--- src/rtl/key_matrix_scan.sv ---
// key_matrix_scan
//
// Row-strobed key matrix scanner. One row is driven active at a time for
// CLOCK_DELAY clocks. At the end of each row dwell the synchronised column
// pins are sampled. Every key in that row is debounced and a debounced
// key-state vector is maintained. Committed state changes are reported as
// events over a valid/ready handshake.
//
// Optional feature macro: KEY_MATRIX_SCAN_RELEASE_EVENTS_EN
//   defined   : both presses and releases produce events.
//   undefined : only presses produce events. Releases update o_keys
//               silently, even while the event slot is busy.
//               o_event_pressed is tied to 1.
//
// Ports
//   clk             system clock
//   i_rst           synchronous, active-high reset
//   i_cols          raw asynchronous column pins
//   o_rows          registered row strobes
//                   (active level set by ROW_OUTPUT_ACTIVE_LOW)
//   o_keys          debounced key state; bit r*NUM_COLS+c is 1 when pressed
//   o_event_valid   an event is waiting to be taken
//   o_event_key     key index of the event, r*NUM_COLS+c
//   o_event_pressed 1 = press, 0 = release
//   i_event_ready   consumer takes the event when valid and ready are both high

module key_matrix_scan #(
  parameter int NUM_ROWS              = 4,
  parameter int NUM_ROWS_WIDTH        = 2,
  parameter int NUM_COLS              = 4,
  parameter int NUM_COLS_WIDTH        = 2,
  parameter int KEY_WIDTH             = 4,
  parameter int CLOCK_DELAY           = 1000,
  parameter int CLOCK_DELAY_WIDTH     = 10,
  parameter int DEBOUNCE_SCANS        = 4,
  parameter int DEBOUNCE_WIDTH        = 3,
  parameter int ROW_OUTPUT_ACTIVE_LOW = 1,
  parameter int COL_INPUT_ACTIVE_LOW  = 1
) (
  input  logic                          clk,
  input  logic                          i_rst,
  input  logic [NUM_COLS-1:0]           i_cols,
  output logic [NUM_ROWS-1:0]           o_rows,
  output logic [NUM_ROWS*NUM_COLS-1:0]  o_keys,
  output logic                          o_event_valid,
  output logic [KEY_WIDTH-1:0]          o_event_key,
  output logic                          o_event_pressed,
  input  logic                          i_event_ready
);

  localparam int NUM_KEYS = NUM_ROWS * NUM_COLS;

  // Levels seen on the pins when nothing is driven or pressed.
  localparam logic [NUM_ROWS-1:0] ROW_IDLE =
    (ROW_OUTPUT_ACTIVE_LOW != 0) ? {NUM_ROWS{1'b1}} : {NUM_ROWS{1'b0}};
  localparam logic [NUM_COLS-1:0] COL_IDLE =
    (COL_INPUT_ACTIVE_LOW != 0) ? {NUM_COLS{1'b1}} : {NUM_COLS{1'b0}};

  localparam logic [CLOCK_DELAY_WIDTH-1:0] LAST_COUNT =
    CLOCK_DELAY_WIDTH'(CLOCK_DELAY - 1);
  localparam logic [NUM_ROWS_WIDTH-1:0] LAST_ROW =
    NUM_ROWS_WIDTH'(NUM_ROWS - 1);
  localparam logic [DEBOUNCE_WIDTH-1:0] DEB_LIMIT =
    DEBOUNCE_WIDTH'(DEBOUNCE_SCANS);

  // --------------------------------------------------------------------
  // Column synchroniser. Both stages reset to the idle level so that
  // reset release never looks like a key press.
  // --------------------------------------------------------------------
  logic [NUM_COLS-1:0] col_meta_reg;
  logic [NUM_COLS-1:0] col_sync_reg;
  logic [NUM_COLS-1:0] pressed_now;

  always_ff @(posedge clk) begin
    if (i_rst) begin
      col_meta_reg <= COL_IDLE;
      col_sync_reg <= COL_IDLE;
    end else begin
      col_meta_reg <= i_cols;
      col_sync_reg <= col_meta_reg;
    end
  end

  // Normalise so that 1 always means pressed.
  generate
    if (COL_INPUT_ACTIVE_LOW != 0) begin : g_col_low
      assign pressed_now = ~col_sync_reg;
    end else begin : g_col_high
      assign pressed_now = col_sync_reg;
    end
  endgenerate

  // --------------------------------------------------------------------
  // Row scan timing
  // --------------------------------------------------------------------
  logic [NUM_ROWS_WIDTH-1:0]    row_idx_reg;
  logic [NUM_ROWS_WIDTH-1:0]    row_idx_next;
  logic [CLOCK_DELAY_WIDTH-1:0] dwell_reg;
  logic [CLOCK_DELAY_WIDTH-1:0] dwell_next;
  logic [NUM_ROWS-1:0]          rows_reg;
  logic [NUM_ROWS-1:0]          rows_next;
  logic [NUM_ROWS-1:0]          row_onehot;
  logic                         sample_tick;

  always_comb begin
    sample_tick  = (dwell_reg == LAST_COUNT);
    dwell_next   = dwell_reg + CLOCK_DELAY_WIDTH'(1);
    row_idx_next = row_idx_reg;
    if (sample_tick) begin
      dwell_next   = '0;
      row_idx_next = (row_idx_reg == LAST_ROW) ? '0
                                               : row_idx_reg + NUM_ROWS_WIDTH'(1);
    end
  end

  // The strobe follows the row index by one clock. The old row therefore
  // stays on the pins through its sample cycle, and the new row appears
  // on the cycle after the sample.
  always_comb begin
    row_onehot = NUM_ROWS'(1) << row_idx_reg;
    rows_next  = (ROW_OUTPUT_ACTIVE_LOW != 0) ? ~row_onehot : row_onehot;
  end

  always_ff @(posedge clk) begin
    if (i_rst) begin
      row_idx_reg <= '0;
      dwell_reg   <= '0;
      rows_reg    <= ROW_IDLE;
    end else begin
      row_idx_reg <= row_idx_next;
      dwell_reg   <= dwell_next;
      rows_reg    <= rows_next;
    end
  end

  // --------------------------------------------------------------------
  // Per-column debounce decision for the row being sampled
  // --------------------------------------------------------------------
  logic [NUM_KEYS-1:0]       keys_reg;
  logic [DEBOUNCE_WIDTH-1:0] cnt_reg [NUM_KEYS];

  logic [KEY_WIDTH-1:0]      key_idx [NUM_COLS];
  logic [DEBOUNCE_WIDTH-1:0] cnt_now [NUM_COLS];
  logic [DEBOUNCE_WIDTH-1:0] cnt_inc [NUM_COLS];
  logic [NUM_COLS-1:0]       key_now;
  logic [NUM_COLS-1:0]       differ;
  logic [NUM_COLS-1:0]       request;

  generate
    for (genvar gi = 0; gi < NUM_COLS; gi++) begin : g_col
      assign key_idx[gi] = KEY_WIDTH'(int'(row_idx_reg) * NUM_COLS + gi);
      assign key_now[gi] = keys_reg[key_idx[gi]];
      assign cnt_now[gi] = cnt_reg[key_idx[gi]];
      assign differ[gi]  = pressed_now[gi] ^ key_now[gi];
      // The counter saturates at the limit. A key that lost arbitration
      // therefore re-requests at its next differing sample.
      assign cnt_inc[gi] = (cnt_now[gi] >= DEB_LIMIT) ? DEB_LIMIT
                                                      : cnt_now[gi] + DEBOUNCE_WIDTH'(1);
      assign request[gi] = sample_tick & differ[gi] & (cnt_inc[gi] == DEB_LIMIT);
    end
  endgenerate

  // --------------------------------------------------------------------
  // Commit arbitration. Requests that produce an event compete for the
  // single event slot, and the lowest column wins. Commits that produce
  // no event (silent releases) need no slot, so they are never held back.
  // --------------------------------------------------------------------
  logic [NUM_COLS-1:0]       event_request;
  logic [NUM_COLS-1:0]       free_commit;
  logic [NUM_COLS-1:0]       grant;
  logic [NUM_COLS-1:0]       commit;
  logic [NUM_COLS_WIDTH-1:0] win_col;
  logic                      found;
  logic                      slot_free;
  logic                      load_event;
  logic                      event_valid_reg;
  logic [KEY_WIDTH-1:0]      event_key_reg;

`ifdef KEY_MATRIX_SCAN_RELEASE_EVENTS_EN
  assign event_request = request;
  assign free_commit   = '0;
`else
  assign event_request = request & pressed_now;
  assign free_commit   = request & ~pressed_now;
`endif

  assign slot_free = ~event_valid_reg | i_event_ready;

  always_comb begin
    grant   = '0;
    win_col = '0;
    found   = 1'b0;
    for (int c = 0; c < NUM_COLS; c++) begin
      if (event_request[c] && !found) begin
        grant[c] = 1'b1;
        win_col  = NUM_COLS_WIDTH'(c);
        found    = 1'b1;
      end
    end
    if (!slot_free) begin
      grant = '0;
    end
    commit     = grant | free_commit;
    load_event = |grant;
  end

  // --------------------------------------------------------------------
  // Debounced state and counters. Only keys of the sampled row change.
  // --------------------------------------------------------------------
  always_ff @(posedge clk) begin
    if (i_rst) begin
      keys_reg <= '0;
      for (int k = 0; k < NUM_KEYS; k++) begin
        cnt_reg[k] <= '0;
      end
    end else if (sample_tick) begin
      for (int c = 0; c < NUM_COLS; c++) begin
        if (!differ[c]) begin
          // A match also cancels a pending (saturated) request.
          cnt_reg[key_idx[c]] <= '0;
        end else if (commit[c]) begin
          cnt_reg[key_idx[c]]  <= '0;
          keys_reg[key_idx[c]] <= ~key_now[c];
        end else begin
          cnt_reg[key_idx[c]] <= cnt_inc[c];
        end
      end
    end
  end

  // --------------------------------------------------------------------
  // Event register. A grant is only issued when the slot is free, so a
  // load never overwrites an event that has not been taken.
  // --------------------------------------------------------------------
  always_ff @(posedge clk) begin
    if (i_rst) begin
      event_valid_reg <= 1'b0;
      event_key_reg   <= '0;
    end else if (load_event) begin
      event_valid_reg <= 1'b1;
      event_key_reg   <= key_idx[win_col];
    end else if (i_event_ready) begin
      event_valid_reg <= 1'b0;
    end
  end

`ifdef KEY_MATRIX_SCAN_RELEASE_EVENTS_EN
  logic event_pressed_reg;

  always_ff @(posedge clk) begin
    if (i_rst) begin
      event_pressed_reg <= 1'b0;
    end else if (load_event) begin
      event_pressed_reg <= pressed_now[win_col];
    end
  end

  assign o_event_pressed = event_pressed_reg;
`else
  assign o_event_pressed = 1'b1;
`endif

  assign o_rows        = rows_reg;
  assign o_keys        = keys_reg;
  assign o_event_valid = event_valid_reg;
  assign o_event_key   = event_key_reg;

endmodule

--- config.mk ---
export PLATFORM = sky130hd
export DESIGN_NAME = key_matrix_scan
export DESIGN_NICKNAME = d
export VERILOG_FILES = /design/src/rtl/key_matrix_scan.sv
export SDC_FILE = /design/constraint.sdc
export NUM_CORES = 1
export LEC_CHECK = 0
export CAP_MARGIN = 20
export CORE_MARGIN = 1.5
export CORE_UTILIZATION = 55
export CTS_CLUSTER_DIAMETER = 30
export CTS_CLUSTER_SIZE = 25
export DETAILED_ROUTE_END_ITERATION = 6
export DONT_BUFFER_PORTS = 1
export PLACE_DENSITY = 0.7
export SYNTH_ARGS = -nofsm -noshare
export SYNTH_HDL_FRONTEND = slang
export SYNTH_SLANG_ARGS = --single-unit
--- constraint.sdc ---
create_clock -name clk -period 3.7 [get_ports clk]
set_input_delay 1.11 -clock clk [delete_from_list [all_inputs] [get_ports clk]]
set_output_delay 1.11 -clock clk [all_outputs]
set_load 0.005 [all_outputs]
==> results.md <==
- Layout cell share with drive strength beyond 1: 0.161
- Pre-CTS worst setup slack: 462 ps
- Synthesized net count: ~440
- Cts hold-fix bufs: 0
- Global route overflow: 0
- Yosys warns: 0
- Register area share after synthesis: 0.512
- TritonRoute pass-1 iters: 5
- Async set-reset flop share out of synthesis: 0
- Post-Syn Area: approximately 0.0047 mm2
- Internal power: approximately 1.5 mW
- Final Hold Fails: 0
- Hold Path Class: reg2reg
- Leakage power: 1.70 nW
- Synth top area cells: edfxtp_1 (31%), dfxtp_1 (20%), nor2_1 (4.6%)
- Antenna Nets Post-Route: 0
- CTS-repair resized insts: 0
- EDFF count, synth: 48
- Least-Margin Pin Slew: 788 ps
- Netlist cell types: 53
- Final Wtd Congestion: 0.865
- IO Count: 33
- Max reg flops: 48
- Die H: between 90 and 100 um
- WL per Instance: 19.2 um
- CP Max Fanout: 11
- Ant. Diodes: 0
- Worst EP arrival: approximately 3300 ps
- GR Util All Layers: 0.245
- Tot Pwr: approximately 1.9 mW
- Setup TNS: 0 ps
- Fill cells: roughly 660
- Critical Path End Type: register
- CTS tree: built
- # Max-Cap Violations: 0
- Reg2reg start: row_idx_reg[0]
- Slew Limit Headroom: 0.475
- DR vias: 3161
- Hold Startpoint: col_meta_reg[3]
- Largest net degree at the start of global routing: 54
- # H-tree levels: 3
- Final HPWL DP: roughly 7000 um
- Clock Latency Late Sink: ~370 ps
- Initial core utilization: 0.566
- IO buf count: 0
- Status: finished, final reports clean
- # nets final: between 400 and 500
- TritonCTS Buffers: 9
- Post-synthesis instance total: 422
- CTS Buffer Depth: 2
- Number of global-route vias before repair: ~3100
- Fmax: between 300 and 400 MHz
- Tcrit/Tclk final: 0.868
- PnR worst setup slack: ~500 ps
- Root Buffer: clkbuf_8
- Core Rows: 33
- Post CTS Setup Buffer Count: 0
- Max Slew Vio Count: 0
- CTS sink count: 95
- Drt drc: 0
- Area leader, netlist: edfxtp_1
- DRT iter0 DRCs: around 210
- Seq pwr share: 0.594
- Peak supply drop: 215 uV
- Clk pwr share: 0.372
- PwrDens: roughly 390 mW/mm2
- Synth Flop Type: edfxtp_1
- Switching pwr: between 0.4 and 0.5 mW
- Final wirelength: 10200 um
- Top-count cell post-synth: nor2_1
- Worst path required time: between 3000 and 4000 ps
- Mean Syn Cell Area: approximately 11 um2
- Period minus WS final: 3210 ps
- Clock skew: between 15 and 20 ps
- Area Growth Syn to Fin: 7.05%
- Register bit total from synthesis: 95
- Worst Setup Start Kind: register
- Kind of critical path: reg2reg
- Die Area: around 0.009 mm2
- Post-synth top cells: nor2_1 (57), edfxtp_1 (48), dfxtp_1 (47), nand2_1 (29)
- Post-synth top area share: 0.310
- Via/cell ratio: about 5.9
- CP startpoint: row_idx_reg[0]
- Total core area: 0.00822 mm2
- RSZ-0062 raised after global routing: false
- Setup-failing EPs final: 0
- First-pass GRT wire length: roughly 16000 um
- Die W: roughly 95 um
- Sw frac: 0.220
- Initial antenna violation count: 0
- Comb power frac: 0.035
- Clk slew on worst S/H paths: 90 ps
-- through the flow --
| stage | cell area [um2] | hold slack [ps] | utilization | cells |
|---|---|---|---|---|
| final | 4980 | 417 | 0.606 | 533 |
| after CTS | 4980 | 419 | 0.606 | 533 |
| after detailed placement | 4770 | 398 | 0.581 | 517 |
| after global placement | 4770 | 392 | 0.581 | 517 |
| after global routing | 4980 | 446 | 0.606 | 533 |
| after floorplan | 4650 | 389 | - | 422 |
-- routing by layer --
metal / wire [um] / global-route usage
met1: 4450 / 0.313
met2: 5060 / 0.414
met3: 565 / 0.0459
met4: 163 / 0.0896
met5: 0 / 0
-- worst max-delay path, cell delays in order, from the launching register on --
cell and delay (ps):
dfxtp_1 750, buf_4 270, inv_1 100, nor2_1 150
nor2_1 70, ha_1 330, nor2b_1 80, a221oi_4 360
o32ai_4 210, o31a_1 280, o21a_1 200, and2_1 160
-- layout by cell type, fill, tap and decap left out, types with 2 or more instances in the layout --
cell	n
inv_1	17
a21o_1	2
dfxtp_1	47
nor4_1	2
nor2_1	57
a21oi_1	19
o21a_1	2
nand3_1	19
mux2_2	6
or2_2	12
mux4_1	5
o21ai_0	16
nand2_1	29
edfxtp_1	48
o21bai_1	2
clkbuf_8	10
xnor2_1	5
a2111o_1	2
a221oi_4	2
clkinv_4	2
mux4_2	9
ha_1	13
and2_1	10
nor3_1	16
mux2i_1	6
and3_1	5
or3_1	2
xor2_1	3
nand2b_1	16
o31a_1	2
buf_4	10
nor2b_4	5
nand4_1	2
nor2b_1	3
-- cell families after synthesis --
| family | after synthesis | share of synthesized area |
|---|---|---|
| and+or+nand+nor | 186 | 0.211 |
| other | 1 | 0.000806 |
| muxes | 26 | 0.0992 |
| buffers and inverters | 37 | 0.0334 |
| xor gates and xnor gates | 8 | 0.0151 |
| AOI/OAI and AO/OA | 56 | 0.0931 |
| DFF | 95 | 0.512 |
| adders and majority gates | 13 | 0.0350 |
-- cell type report --
type	count	area, um2	share of cell area
clock buffers	11	143	0.0286
clock inverters	5	65.1	0.0131
inverters	17	63.8	0.0128
multi-input cells	290	2120	0.426
flip-flops and latches	95	2380	0.478
well taps	105	131	0.0264
repair buffers	10	75.1	0.0151
-- power by group through the flow --
| stage | clock (mW) | combinational, mW | sequential (mW) |
|---|---|---|---|
| 2_1_floorplan | 0 | 0.0593 | 1.16 |
| 3_5_place_dp | 0 | 0.0672 | 1.16 |
| 5_1_grt | 0.756 | 0.0743 | 1.14 |
| 3_3_place_gp | 0 | 0.0658 | 1.16 |
| 6_report | 0.714 | 0.0669 | 1.14 |
| 4_1_cts | 0.724 | 0.0676 | 1.14 |
-- worst paths after layout --
check | endpoint | slack, ps | cells after the start
setup reg to reg | cnt_reg[2][2] | 490 | 11
hold reg to reg | col_sync_reg[3] | 420 | 1
setup / recovery | cnt_reg[2][2] | 490 | 11
hold / removal | col_sync_reg[3] | 420 | 1
Note: power is estimated with default switching activity, not from simulation.
